### src/rtl/butterfly_r2_pipe.sv
// Radix-2 DIT butterfly y0 = x0 + W*x1, y1 = x0 - W*x1 with per-sample /2 scaling and saturation.
// 3-cycle latency; a single global enable (out_ready | ~out_valid) stalls all stages and drives in_ready.
module butterfly_r2_pipe #(
  parameter int WIDTH    = 16,
  parameter int TW_WIDTH = 16,
  parameter int RH       = 0
) (
  input  logic                       clk,
  input  logic                       rst_n,
  input  logic                       in_valid,
  output logic                       in_ready,
  input  logic signed [WIDTH-1:0]    x0_real,
  input  logic signed [WIDTH-1:0]    x0_img,
  input  logic signed [WIDTH-1:0]    x1_real,
  input  logic signed [WIDTH-1:0]    x1_img,
  input  logic signed [TW_WIDTH-1:0] tw_real,
  input  logic signed [TW_WIDTH-1:0] tw_img,
  input  logic                       scale,
  output logic                       out_valid,
  input  logic                       out_ready,
  output logic [WIDTH-1:0]           y0_real,
  output logic [WIDTH-1:0]           y0_img,
  output logic [WIDTH-1:0]           y1_real,
  output logic [WIDTH-1:0]           y1_img,
  output logic                       out_ovf,
  input  logic                       ovf_clr,
  output logic                       ovf_sticky
);

  localparam int PW = WIDTH + TW_WIDTH;
  localparam int SW = PW + 1;
  localparam int TW = WIDTH + 2;
  localparam int AW = WIDTH + 3;

  localparam logic signed [SW-1:0] RND_C   = {{(SW-TW_WIDTH+1){1'b0}}, 1'b1, {(TW_WIDTH-2){1'b0}}};
  localparam logic signed [AW-1:0] SAT_MAX = {{(AW-WIDTH+1){1'b0}}, {(WIDTH-1){1'b1}}};
  localparam logic signed [AW-1:0] SAT_MIN = {{(AW-WIDTH+1){1'b1}}, {(WIDTH-1){1'b0}}};

  logic en;

  logic                    s1_vld_q, s1_scale_q;
  logic signed [WIDTH-1:0] s1_x0r_q, s1_x0i_q;
  logic signed [PW-1:0]    s1_prr_q, s1_pii_q, s1_pri_q, s1_pir_q;
  logic signed [PW-1:0]    prr_d, pii_d, pri_d, pir_d;

  logic                    s2_vld_q, s2_scale_q;
  logic signed [WIDTH-1:0] s2_x0r_q, s2_x0i_q;
  logic signed [TW-1:0]    s2_tr_q, s2_ti_q;
  logic signed [SW-1:0]    sr_d, si_d;
  logic signed [TW-1:0]    tr_d, ti_d;

  logic signed [AW-1:0]    a0r_d, a0i_d, a1r_d, a1i_d;
  logic [WIDTH:0]          r0r_d, r0i_d, r1r_d, r1i_d;
  logic                    ovf_d;

  logic                    out_vld_q, ovf_q, sticky_q, sticky_d;
  logic [WIDTH-1:0]        y0r_q, y0i_q, y1r_q, y1i_q;

  // Returns {overflow, saturated result} for one output component.
  function automatic logic [WIDTH:0] post_proc(input logic signed [AW-1:0] v, input logic sc);
    logic signed [AW-1:0] s;
    s = sc ? ((v + AW'(RH)) >>> 1) : v;
    if (s > SAT_MAX)      post_proc = {1'b1, SAT_MAX[WIDTH-1:0]};
    else if (s < SAT_MIN) post_proc = {1'b1, SAT_MIN[WIDTH-1:0]};
    else                  post_proc = {1'b0, s[WIDTH-1:0]};
  endfunction

  assign en       = out_ready | ~out_vld_q;
  assign in_ready = en;

  always_comb begin
    prr_d = PW'(x1_real) * PW'(tw_real);
    pii_d = PW'(x1_img)  * PW'(tw_img);
    pri_d = PW'(x1_real) * PW'(tw_img);
    pir_d = PW'(x1_img)  * PW'(tw_real);
  end

  // One extra bit before rounding keeps (-1)*(-1) + (-1)*(-1) from wrapping.
  always_comb begin
    sr_d = SW'(s1_prr_q) - SW'(s1_pii_q) + RND_C;
    si_d = SW'(s1_pri_q) + SW'(s1_pir_q) + RND_C;
    tr_d = TW'(sr_d >>> (TW_WIDTH-1));
    ti_d = TW'(si_d >>> (TW_WIDTH-1));
  end

  always_comb begin
    a0r_d = AW'(s2_x0r_q) + AW'(s2_tr_q);
    a0i_d = AW'(s2_x0i_q) + AW'(s2_ti_q);
    a1r_d = AW'(s2_x0r_q) - AW'(s2_tr_q);
    a1i_d = AW'(s2_x0i_q) - AW'(s2_ti_q);
    r0r_d = post_proc(a0r_d, s2_scale_q);
    r0i_d = post_proc(a0i_d, s2_scale_q);
    r1r_d = post_proc(a1r_d, s2_scale_q);
    r1i_d = post_proc(a1i_d, s2_scale_q);
    ovf_d = r0r_d[WIDTH] | r0i_d[WIDTH] | r1r_d[WIDTH] | r1i_d[WIDTH];
  end

  always_ff @(posedge clk or negedge rst_n) begin
    if (!rst_n) begin
      s1_vld_q   <= 1'b0;
      s1_scale_q <= 1'b0;
      s1_x0r_q   <= '0;
      s1_x0i_q   <= '0;
      s1_prr_q   <= '0;
      s1_pii_q   <= '0;
      s1_pri_q   <= '0;
      s1_pir_q   <= '0;
      s2_vld_q   <= 1'b0;
      s2_scale_q <= 1'b0;
      s2_x0r_q   <= '0;
      s2_x0i_q   <= '0;
      s2_tr_q    <= '0;
      s2_ti_q    <= '0;
      out_vld_q  <= 1'b0;
      ovf_q      <= 1'b0;
      y0r_q      <= '0;
      y0i_q      <= '0;
      y1r_q      <= '0;
      y1i_q      <= '0;
    end else if (en) begin
      s1_vld_q <= in_valid;
      if (in_valid) begin
        s1_scale_q <= scale;
        s1_x0r_q   <= x0_real;
        s1_x0i_q   <= x0_img;
        s1_prr_q   <= prr_d;
        s1_pii_q   <= pii_d;
        s1_pri_q   <= pri_d;
        s1_pir_q   <= pir_d;
      end
      s2_vld_q <= s1_vld_q;
      if (s1_vld_q) begin
        s2_scale_q <= s1_scale_q;
        s2_x0r_q   <= s1_x0r_q;
        s2_x0i_q   <= s1_x0i_q;
        s2_tr_q    <= tr_d;
        s2_ti_q    <= ti_d;
      end
      // Output data only moves with a real sample so bubbles leave the last result visible.
      out_vld_q <= s2_vld_q;
      if (s2_vld_q) begin
        ovf_q <= ovf_d;
        y0r_q <= r0r_d[WIDTH-1:0];
        y0i_q <= r0i_d[WIDTH-1:0];
        y1r_q <= r1r_d[WIDTH-1:0];
        y1i_q <= r1i_d[WIDTH-1:0];
      end
    end
  end

  assign sticky_d = (out_vld_q & ovf_q) | (sticky_q & ~ovf_clr);

  always_ff @(posedge clk or negedge rst_n) begin
    if (!rst_n) sticky_q <= 1'b0;
    else        sticky_q <= sticky_d;
  end

  assign out_valid  = out_vld_q;
  assign out_ovf    = ovf_q;
  assign ovf_sticky = sticky_q;
  assign y0_real    = y0r_q;
  assign y0_img     = y0i_q;
  assign y1_real    = y1r_q;
  assign y1_img     = y1i_q;

endmodule
### config.mk
export PLATFORM = sky130hd
export DESIGN_NAME = butterfly_r2_pipe
export DESIGN_NICKNAME = d
export VERILOG_FILES = /design/src/rtl/butterfly_r2_pipe.sv
export SDC_FILE = /design/constraint.sdc
export NUM_CORES = 2
export LEC_CHECK = 0
export ABC_AREA = 1
export BUFFER_PORTS_ARGS = -buffer_cell sky130_fd_sc_hd__clkbuf_2
export CAP_MARGIN = 20
export CORE_MARGIN = 4
export CORE_UTILIZATION = 50
export CTS_BUF_LIST = sky130_fd_sc_hd__clkbuf_8
export CTS_CLUSTER_DIAMETER = 100
export DETAILED_ROUTE_END_ITERATION = 6
export PLACE_DENSITY = 0.75
export RECOVER_POWER = 25
export SYNTH_ARGS = -nofsm -noshare
export SYNTH_HDL_FRONTEND = slang
export SYNTH_SLANG_ARGS = --single-unit
export TNS_END_PERCENT = 10
### constraint.sdc
create_clock -name clk -period 4.4 [get_ports clk]
set_input_delay 0 -clock clk [delete_from_list [all_inputs] [get_ports clk]]
set_output_delay 0 -clock clk [all_outputs]
set_load 0.01 [all_outputs]
==> run_results.csv <==
group,metric,value,unit
routing,drt_first_pass_iters,7,
yosys,synth_cell_type_count,58,
grt,grt_max_degree,181,
routing,dr_total_vias,54800,
cells_and_area,fill_cells,10300,
placement,gp_congestion,1.06,
clock_network,cts_root_buffer,"clkbuf_8",
timing,skew,50.3,ps
setup_path,slowest_delay,560,ps
yosys,synth_nets,9649,
clock_network,cts_made_buffers,54,
cells_and_area,layout_common_cells,"nand2_1, inv_1, fa_1",
die,rows,128,
placement,place_hpwl,156000,um
setup_path,path_class,"input pin to register",
yosys,synth_enable_flop_cells,0,
setup_path,required,5030,ps
die,die-area,0.129,sq mm
grt,grt.overflow.total,0,
outcome,outcome,"finished, violations left",
job,maxCapViolCount,1,
cells_and_area,syn2layout_area_growth,22.7,%
setup_path,crit_arrival,5450,ps
yosys,ys.flop_type,"dfrtp_1",
setup_path,crit_buf_inv,5,
cells_and_area,layout_commonest_cell,"nand2_1",
routing,drtAntennaViolNets,0,
setup_path,path_cells,"clkbuf_16 -> buf_8 -> bufbuf_16 -> buf_4 -> or2_2 -> fa_1 -> fa_1 -> fa_1 -> fa_1 -> fa_1 -> fa_1 -> inv_1 -> ha_4 -> a21oi_2 -> o21ai_0 -> a211oi_2 -> o211ai_1 -> or2_2 -> a31oi_1",
grt,grt_pass1_vias,56800,
setup_path,cp-start-kind,"input pin",
timing,setup_viol,74,
die,die_w,359,um
grt,antenna_found_initial,11,
die,fp.coreArea,0.122,sq mm
setup_path,cp_max_fo,4,
setup_path,path_common_cell,"fa_1",
yosys,async_flop_share,100,%
timing,worst_pin_slew,3000,ps
routing,routed_wl,193000,um
routing,drt_iter0_drc,4632,
timing,max_freq,207,MHz
clock_network,clk_pin_slew,70,ps
die,die_h,359,um
clock_network,clockBufferDepth,3,
die,io_pins,170,
timing,rsz0062_at_grt,"yes",
clock_network,clk_latency,700,ps
yosys,yosys_warnings,0,
timing,hold_viol,0,
timing,fin_ws,-424,ps
yosys,synthCells,7973,
timing,relSlewSlack,-100,%
yosys,synth-seq-cells,299,
grt,grt_use_total,29.9,%
placement,port_buffers,169,
routing,wl_per_cell,18.4,um
timing,final.period_utilization,110,%
cells_and_area,layout.nets,10500,
setup_path,critPathTopFamily,"adder cells",
setup_path,cp_slowest_cell,"fa_1",
routing,vias_per_cell,5.23,
cells_and_area,drive_above_1_share,19.1,%
outcome,violations,"design-rule violations, max-capacitance violations, max-slew violations, negative setup slack",
die,start_util,50.4,%
yosys,syn_area,0.0615,sq mm
timing,fin_crit,4820,ps
clock_network,cts_max_level,2,
clock_network,cts_num_sinks,299,
clock_network,cts_tree,"done",
routing,drc,43,
yosys,synth_area_per_cell,7.71,sq um
timing,slew_violations,111,
timing,tns,-16140,ps
setup_path,cp-end-kind,"register",
yosys,ys_seq_area_share,12.2,%
grt,grt_first_pass_wirelength,304000,um
worst_hold_path,min_path_type,"input pin to register",
-- worst paths after layout --
check,cells after the start,slack [ps],end,startpoint
setup / recovery,19,-420,s1_pir_q[31]$_DFFE_PN0P_,x1_img[9]
hold / removal,4,60,s1_x0r_q[4]$_DFFE_PN0P_,x0_real[4]
setup reg to reg,10,1370,y0_real[2]$_DFFE_PN0P_,s2_x0r_q[15]$_DFFE_PN0P_
hold reg to reg,2,480,s1_x0i_q[0]$_DFFE_PN0P_,s1_x0i_q[0]$_DFFE_PN0P_
max in group asynchronous,3,1330,y0_img[5]$_DFFE_PN0P_,rst_n
min in group asynchronous,2,820,s1_x0i_q[12]$_DFFE_PN0P_,rst_n
-- synthesized netlist by cell type (12+ instances only) --
cell	n	area [sq um]
xnor2_1	66	578
o21bai_1	37	278
a31oi_1	38	238
a21o_1	32	240
o21ai_0	258	1290
buf_4	12	90.1
nor2_1	346	1300
clkbuf_1	253	950
nor3_1	44	220
nand2_2	23	144
o211ai_1	21	158
a21oi_2	33	289
nand3_2	22	220
a21oi_1	252	1260
xor2_1	73	639
nor4_1	13	81.3
nand4_1	41	257
nand3b_1	18	135
o21ai_1	12	60.1
a21boi_0	16	120
dfrtp_1	299	7480
or2_2	58	363
nand3_1	244	1220
inv_2	20	75.1
nand2_1	2066	7750
ha_1	522	6530
fa_1	1052	21100
inv_1	1984	7450
-- cell type report --
class                           instances  area (sq um)  area share (%)
Antenna cell                           10          25.0          0.0332
Timing Repair Buffer                 1057          9390            12.4
Sequential cell                       299          7480            9.91
Inverter                             2008          7550            10.0
Multi-Input combinational cell       5377         47700            63.2
Tap cell                             1625          2030            2.69
Clock buffer                           67           922            1.22
Clock inverter                         31           367           0.486
-- state kept, by name (all words and copies together), names as in the netlist, 16 cells and up --
signal    cells
s1_x0i_q     16
s2_x0r_q     16
s1_x0r_q     16
y0_img       16
s1_pir_q     32
s1_pii_q     32
s2_ti_q      18
y1_real      16
s1_pri_q     32
s1_prr_q     32
s2_x0i_q     16
y1_img       16
s2_tr_q      18
y0_real      16
-- logic make-up (layout without fill, tap and decap cells) --
family / count (synthesis) / after routing / synth area share, %
AOI/OAI and AO/OA: 754 / 754 / 7.20
muxes: 1 / 1 / 0.0163
other: 0 / 10 / 0
and+or+nand+nor: 2907 / 2907 / 19.5
DFF: 299 / 299 / 12.2
buffers and inverters: 2297 / 3163 / 14.3
xor gates and xnor gates: 141 / 141 / 2.05
adders and majority gates: 1574 / 1574 / 44.9
-- repair_timing --
action,in CTS,in global routing
cloned,7,6
buffers inserted,32,48
hold buffers,52,0
pin swaps,82,111
endpoints found under the setup margin,83,86
endpoints found under the hold margin,155,0
gates resized for setup,276,236
-- routing by layer --
layer  routed length [um]  part of all wire [%]  GRT usage (%)
met3                16400                   8.5           5.79
met1                78100                    40           39.7
met2                88100                    46           48.4
met5                   27                 0.014              0
met4                10200                   5.3           11.9
-- stage by stage --
stage / instances / util (%) / area [sq um] / hold slack, ps / setup slack (ps)
floorplan: 7973 / - / 62500 / -296 / -471
global placement: 10200 / 57.8 / 70500 / 123 / -1410
detailed placement: 10200 / 57.8 / 70500 / 146 / -1450
CTS: 10400 / 60.6 / 74000 / 2.70 / -336
global route: 10500 / 61.8 / 75500 / 27.8 / -606
finish: 10500 / 61.9 / 75500 / 59.4 / -424
-- tightest hold or removal path, cell delays in order --
cell	delay (ps)
dlygate4sd3_1	520
clkbuf_2	100
nand2_1	50
nand2_1	50
Power is left out: the tool's default activity adds up to more than one toggle a clock period on the data nets, which glitch-free logic cannot reach.
